<file path="config.mk">
export PLATFORM = sky130hd
export DESIGN_NAME = regmap_arbiter
export DESIGN_NICKNAME = d
export VERILOG_FILES = /design/src/rtl/regmap_arbiter.sv
export SDC_FILE = /design/constraint.sdc
export NUM_CORES = 1
export LEC_CHECK = 0
export ABC_AREA = 1
export CAP_MARGIN = 20
export CORE_ASPECT_RATIO = 1.5
export CORE_MARGIN = 2
export CORE_UTILIZATION = 43
export DETAILED_ROUTE_END_ITERATION = 8
export PLACE_DENSITY = 0.86
export RECOVER_POWER = 50
export SLEW_MARGIN = 5
export SYNTH_ARGS = -nofsm -noshare
export SYNTH_HDL_FRONTEND = slang
export SYNTH_SLANG_ARGS = --single-unit
</file>
<file path="constraint.sdc">
create_clock -name clk -period 4.94 [get_ports clk]
set_input_delay 1.482 -clock clk [delete_from_list [all_inputs] [get_ports clk]]
set_output_delay 1.482 -clock clk [all_outputs]
set_load 0.05 [all_outputs]
</file>
<file path="src/rtl/regmap_arbiter.sv">
// ---------------------------------------------------------------------------
// regmap_arbiter
//   Two-requester arbiter in front of a single-port 8-bit configuration
//   register file. Requester 0 is the UART command path. Requester 1 is the
//   on-chip calibration sequencer. One access is in flight at a time:
//     IDLE  -> grant a winner, pulse its ready, latch we/addr/wdata
//     ISSUE -> strobe the register file (or flag an address error)
//     WAIT  -> capture rf_rdata (reads only)
//     RESP  -> pulse the winner's rvalid with rdata/err
//
// Configuration macro:
//   REGMAP_ARB_FIXED_PRIO_EN  defined   : requester 0 always wins a tie and
//                                         no round-robin pointer is built.
//                             undefined : round-robin arbitration. The pointer
//                                         favours requester 0 after reset.
//
// Ports:
//   clk, reset              clock, synchronous active-high reset
//   reqN_valid/we/addr/wdata request from requester N (held until ready)
//   reqN_ready              one-cycle accept pulse
//   reqN_rvalid/rdata/err   one-cycle completion with read data / addr error
//   rf_en/we/addr/wdata     register-file strobe and fields (0 when idle)
//   rf_rdata                register-file read data, one cycle after strobe
//   busy                    high whenever the FSM is not in IDLE
// ---------------------------------------------------------------------------
module regmap_arbiter #(
  parameter int NUMREGS = 42,
  parameter int ADDR_W  = 6
) (
  input  logic              clk,
  input  logic              reset,
  input  logic              req0_valid,
  input  logic              req0_we,
  input  logic [ADDR_W-1:0] req0_addr,
  input  logic [7:0]        req0_wdata,
  output logic              req0_ready,
  output logic              req0_rvalid,
  output logic [7:0]        req0_rdata,
  output logic              req0_err,
  input  logic              req1_valid,
  input  logic              req1_we,
  input  logic [ADDR_W-1:0] req1_addr,
  input  logic [7:0]        req1_wdata,
  output logic              req1_ready,
  output logic              req1_rvalid,
  output logic [7:0]        req1_rdata,
  output logic              req1_err,
  output logic              rf_en,
  output logic              rf_we,
  output logic [ADDR_W-1:0] rf_addr,
  output logic [7:0]        rf_wdata,
  input  logic [7:0]        rf_rdata,
  output logic              busy
);

  typedef enum logic [1:0] {
    S_IDLE  = 2'd0,
    S_ISSUE = 2'd1,
    S_WAIT  = 2'd2,
    S_RESP  = 2'd3
  } state_t;

  localparam logic [31:0] ADDR_LIMIT = 32'(NUMREGS);

  state_t            r_state;
  state_t            w_state_next;

  logic              r_we;
  logic [ADDR_W-1:0] r_addr;
  logic [7:0]        r_wdata;
  logic              r_gnt;     // 0 = requester 0 owns the transaction
  logic              r_err;
  logic [7:0]        r_rdata;

  logic              w_any;
  logic              w_win;     // requester that would be granted now
  logic              w_accept;
  logic              w_addr_ok;

`ifndef REGMAP_ARB_FIXED_PRIO_EN
  logic              r_last;    // requester granted most recently
`endif

  assign w_addr_ok = (32'(r_addr) < ADDR_LIMIT);

  // Winner selection. With a single requester valid it simply wins; on a
  // tie either requester 0 always wins or the one not granted last wins.
  always_comb begin
    w_any = req0_valid | req1_valid;
`ifdef REGMAP_ARB_FIXED_PRIO_EN
    w_win = ~req0_valid;
`else
    if (req0_valid && req1_valid) begin
      w_win = ~r_last;
    end else begin
      w_win = ~req0_valid;
    end
`endif
  end

  // State register
  always_ff @(posedge clk) begin
    if (reset) begin
      r_state <= S_IDLE;
    end else begin
      r_state <= w_state_next;
    end
  end

  // Next state and all outputs
  always_comb begin
    w_state_next = r_state;
    w_accept     = 1'b0;
    req0_ready   = 1'b0;
    req1_ready   = 1'b0;
    req0_rvalid  = 1'b0;
    req1_rvalid  = 1'b0;
    req0_rdata   = 8'd0;
    req1_rdata   = 8'd0;
    req0_err     = 1'b0;
    req1_err     = 1'b0;
    rf_en        = 1'b0;
    rf_we        = 1'b0;
    rf_addr      = '0;
    rf_wdata     = 8'd0;
    busy         = (r_state != S_IDLE);

    case (r_state)
      S_IDLE: begin
        // No accept during a reset cycle: the latch would be cleared anyway,
        // so a ready pulse here would silently drop the request.
        if (w_any && !reset) begin
          w_accept     = 1'b1;
          req0_ready   = ~w_win;
          req1_ready   = w_win;
          w_state_next = S_ISSUE;
        end
      end
      S_ISSUE: begin
        if (w_addr_ok) begin
          rf_en        = 1'b1;
          rf_we        = r_we;
          rf_addr      = r_addr;
          rf_wdata     = r_wdata;
          w_state_next = r_we ? S_RESP : S_WAIT;
        end else begin
          w_state_next = S_RESP;
        end
      end
      S_WAIT: begin
        w_state_next = S_RESP;
      end
      S_RESP: begin
        if (r_gnt) begin
          req1_rvalid = 1'b1;
          req1_rdata  = r_rdata;
          req1_err    = r_err;
        end else begin
          req0_rvalid = 1'b1;
          req0_rdata  = r_rdata;
          req0_err    = r_err;
        end
        w_state_next = S_IDLE;
      end
      default: begin
        w_state_next = S_IDLE;
      end
    endcase
  end

  // Request latch, error flag, read-data capture and arbitration pointer
  always_ff @(posedge clk) begin
    if (reset) begin
      r_we    <= 1'b0;
      r_addr  <= '0;
      r_wdata <= 8'd0;
      r_gnt   <= 1'b0;
      r_err   <= 1'b0;
      r_rdata <= 8'd0;
`ifndef REGMAP_ARB_FIXED_PRIO_EN
      r_last  <= 1'b1;
`endif
    end else begin
      if (w_accept) begin
        r_gnt   <= w_win;
        r_we    <= w_win ? req1_we    : req0_we;
        r_addr  <= w_win ? req1_addr  : req0_addr;
        r_wdata <= w_win ? req1_wdata : req0_wdata;
        // rdata stays 0 unless a valid read later loads it in WAIT
        r_err   <= 1'b0;
        r_rdata <= 8'd0;
`ifndef REGMAP_ARB_FIXED_PRIO_EN
        r_last  <= w_win;
`endif
      end
      if (r_state == S_ISSUE && !w_addr_ok) begin
        r_err <= 1'b1;
      end
      if (r_state == S_WAIT) begin
        r_rdata <= rf_rdata;
      end
    end
  end

endmodule

</file>
# --- Yosys cells after proc, flatten, opt, wreduce, memory -nomap -nowiden ---
# Cells that the tools add are included.
totals:
  in_bits: 42
  out_inout_bits: 39
  mem_bits_ro: 0
  latch_bits: 0
  ram_bits: 0
  ff_bits: 28
  n_memories: 0
  elab_cells: 64
op_classes:
  n_mux: 38
  multipliers: 0
  eq_ne: 4
  n_reduce_logical: 9
  n_bitwise: 4
  addsub: 0
  shift: 0
  order_cmp: 1
  div_mod_pow: 0
ops:
  columns: ["op", "count"]
  rows:
  - ["$mux W8", 9]
  - ["$mux W1", 24]
  - ["$mux W6", 3]
  - ["$pmux W2 S4", 1]
  - ["$lt A6 B6 Y1 const B", 1]
  - ["$reduce_bool A2 Y1", 3]
  - ["$eq A2 B2 Y1 const B", 2]
  - ["$logic_and A1 B1 Y1", 3]
  - ["$not A1 Y1", 3]
  - ["$eq A2 B1 Y1 const B", 1]
  - ["$logic_not A1 Y1", 2]
  - ["$logic_not A2 Y1", 1]
  - ["$mux W2", 1]
  - ["$ne A2 B2 Y1 const B", 1]
  - ["$or A1 B1 Y1", 1]

# --- Depth between registers and ports, before layout ---
depth:
  depth_word: 6
  mapped_depth: 8

# --- Worst setup path after synthesis ---
# OpenSTA, ideal clock, no wires.
synth_path:
  path_type: "input-to-output"
  startpoint: "input reset"
  endpoint: "output req0_ready"
  path_stages: 5
  setup_slack_ps: 809
  n_path_buf: 2
  t_arrival_ps: 2649
  cell_sequence: "buf_6 -> nor2_2 -> nand2_2 -> buf_6 -> nor2_1"
synth_via:
  elab_chain_cells: 4
synth_lines:
  columns: ["item", "line_no", "source"]
  rows:
  - ["start, declared", "31", "input logic reset,"]
  - ["$logic_not A1 Y1", "132", "if (w_any && !reset) begin"]
  - ["$logic_and A1 B1 Y1", "132", null]
  - ["$mux W1", "132", null]
  - ["$mux W1", "128", "case (r_state)"]
  - ["end, declared", "36", "output logic req0_ready,"]
# No other way between the ends.

# --- Final worst setup path ---
layout_path:
  startpoint: "input reset"
  endpoint: "output req1_ready"
layout_via:
  elab_chain_cells: 4
layout_lines:
  columns: ["item", "line_no", "source"]
  rows:
  - ["$logic_not A1 Y1", "132", null]
  - ["$logic_and A1 B1 Y1", "132", null]
  - ["$mux W1", "132", null]
  - ["$mux W1", "128", null]
  - ["end, declared", "44", "output logic req1_ready,"]
# No other way between the ends.

==> results.py <==
metrics = {
    "outcome": {
        "run_status": "completed",
    },
    "drt": {
        "drt-vias-per-instance": 4.58,
        "drc": 0,
        "drt_first_iter_violations": 32,
        "routed-via-count": 1717,
        "detail_route.first_pass.iterations": 4,
        "totalWireLength_um": 3840,
        "wire_per_inst_um": 10.2,
        "drtAntennaViolNets": 0,
    },
    "clocking": {
        "cts_tree": "done",
        "cts-root-to-sink-buffers": 2,
        "postCtsHoldBufs": 0,
        "cts-root-buf": "clkbuf_8",
        "cts-htree-levels": 1,
        "tritoncts_num_sinks": 28,
        "cts.repair_timing.setup_buffer_count": 0,
        "numCtsBuffers": 3,
        "clock_insertion_delay_worst_skew_ps": 270,
        "clk_pin_slew_ps": 90,
        "cts_resized": 0,
    },
    "synth": {
        "postSynthCellCount": 257,
        "mappedNetlistNets": 303,
        "synth.top_cell.area_share": 0.356,
        "ys.flop_type": "dfxtp_1",
        "synth_cell_type_count": 21,
        "yosys_register_bits": 28,
        "yosys.cell_count.top_type": "nand2_1",
        "sequential_fraction_of_the_synthesis_area": 0.356,
        "yosysWarnings": 0,
        "synth_enable_flop_cells": 0,
        "synth.top_cells.by_area": "dfxtp_1, nand2_1, inv_1",
        "syn_area_um2": 1570,
        "synth_commonest_cells": "nand2_1, inv_1, nor2_1, dfxtp_1, a21oi_1",
        "yosysTopAreaCell": "dfxtp_1",
        "postSynth.asyncResetShare": 0,
        "postSynthAreaPerCell_um2": 6.12,
    },
    "critical_path": {
        "crit_family": "buffers and inverters",
        "crit_path_cell_trace": "dlygate4sd3_1 -> nor2_2 -> nand2_2 -> inv_2 -> nand2_1 -> inv_1 -> buf_12",
        "critPathRequiredTime_ps": 3460,
        "worstSetupPathType": "in -> out",
        "cp-start-kind": "primary input",
        "critical_path_peak_fanout": 16,
        "combined_buffer_and_inverter_count_along_the_critical_path": 4,
        "worst_ep_arrival_time_ps": 2890,
        "crit_slowest_cell": "dlygate4sd3_1",
        "critPathCaptureType": "primary output",
        "max_incr_delay_on_cp_ps": 590,
    },
    "sta": {
        "grt_setup_unrepaired": "false",
        "post_route_skew_ps": 1.98,
        "maxClockFrequency_mhz": 229,
        "finalMaxSlewViolations": 0,
        "tightestPinTransition_ps": 1150,
        "period_share": 0.884,
        "hold_violations": 0,
        "timing.max_slew.rel_slack": 0.231,
        "setup_violations": 0,
        "post-route-min-period_ps": 4370,
        "setup_tns_ps": 0,
    },
    "layout": {
        "antenna_cells": 0,
        "final_layout_size_suffix_gt1_frac": 0.0360,
        "layout-area-overhead-vs-synth_pct": 55.1,
        "final_net_count": 380,
    },
    "place": {
        "finalWeightedCongestion": 0.780,
        "dpl.hpwl_um": 3040,
        "port-buffer-count": 80,
    },
    "global_routing": {
        "maximum_number_of_pins_on_one_net_before_global_route_repair": 28,
        "grt_antenna_before_repair": 0,
        "grt-ovfl-total": 0,
        "grt_first_pass_wirelength_um": 6470,
        "via_count_of_the_first_global_routing_pass": 1535,
        "globalRouteTotalUtil": 0.205,
    },
    "pwr": {
        "peakVddDrop_v": 0.000169,
        "totalPowerFinal_mw": 0.667,
        "power_leakage_nw": 1.00,
        "powerDensity_nw_per_um2": 273,
    },
    "die": {
        "die_x_um": 53.4,
        "floorplan.die.height_um": 78.1,
        "initial_utilization": 0.456,
        "core-area_um2": 3450,
        "die_area_um2": 4170,
        "rows": 26,
        "ios": 81,
    },
    "run": {
        "number_of_max_cap_violations": 0,
    },
    "worst_hold_path": {
        "hp-class": "reg -> reg",
    },
}
## kinds of logic after synthesis
family / Yosys count / share of synthesized area
flops: 28 / 0.356
simple gates: 113 / 0.274
compound gates: 48 / 0.163
buf+inv: 64 / 0.174
fa+ha+maj: 4 / 0.0318
## worst min-delay path, cell delays in order, from the launching register on
cell	delay, ps
dfxtp_1	320
nand2_1	60
a21oi_1	50
## final timing paths
| path | to | cells past startpoint | startpoint | slack (ps) |
|---|---|---|---|---|
| worst max-delay path | req1_ready | 7 | reset | 570 |
| worst min-delay path | r_rdata[7]$_SDFFE_PP0P_ | 2 | r_rdata[7]$_SDFFE_PP0P_ | 460 |
| worst max register to register | r_rdata[3]$_SDFFE_PP0P_ | 8 | r_state[0]$_SDFFE_PP0P_ | 3250 |
| worst min register to register | r_rdata[7]$_SDFFE_PP0P_ | 2 | r_rdata[7]$_SDFFE_PP0P_ | 460 |
## where the power goes
group,internal (mW),switching [mW]
registers,0.254,0.0170
logic,0.0979,0.159
clock network,0.0713,0.0683
total,0.423,0.244
## metal layers
metal | up-vias | routed length (um) | global-route usage
li1 | 916 | - | -
met2 | 71 | 1970 | 0.352
met1 | 725 | 1460 | 0.229
met4 | 0 | 60 | 0.0769
met3 | 5 | 349 | 0.0608
met5 | - | 0 | 0
## metrics by stage
| stage | utilization | hold slack, ps | cells | instance area, um2 | setup slack (ps) |
|---|---|---|---|---|---|
| final | 0.708 | 463 | 375 | 2440 | 572 |
| after global routing | 0.708 | 492 | 375 | 2440 | 444 |
| after CTS | 0.710 | 468 | 375 | 2450 | 605 |
| after detailed placement | 0.694 | 453 | 371 | 2390 | 609 |
| after global placement | 0.694 | 448 | 371 | 2390 | 680 |
| after floorplan | - | 441 | 257 | 1570 | 809 |
## final cells by class
cell class	instances	area [um2]
clock buffers	4	55.1
fillers	301	1010
inverters	53	199
multi-input cells	165	733
flip-flops and latches	28	561
well taps	42	52.6
repair buffers	83	840
## state kept, by name, indices dropped and copies added (netlist names)
name     count
r_last       1
r_err        1
r_rdata      8
r_state      2
r_gnt        1
r_we         1
r_addr       6
r_wdata      8
## placed cells by master (no fill, tap or decap), types with 2 or more instances in the layout
cell type	count
a21oi_1	26
nor2_1	36
nand3_1	2
ha_1	4
dlygate4sd3_1	6
nand2_1	73
dfxtp_1	28
clkdlybuf4s50_1	72
clkbuf_8	4
o21ai_0	10
buf_12	2
inv_1	52
buf_4	2
o21ai_1	8
Power figures use the tool's default switching activity.
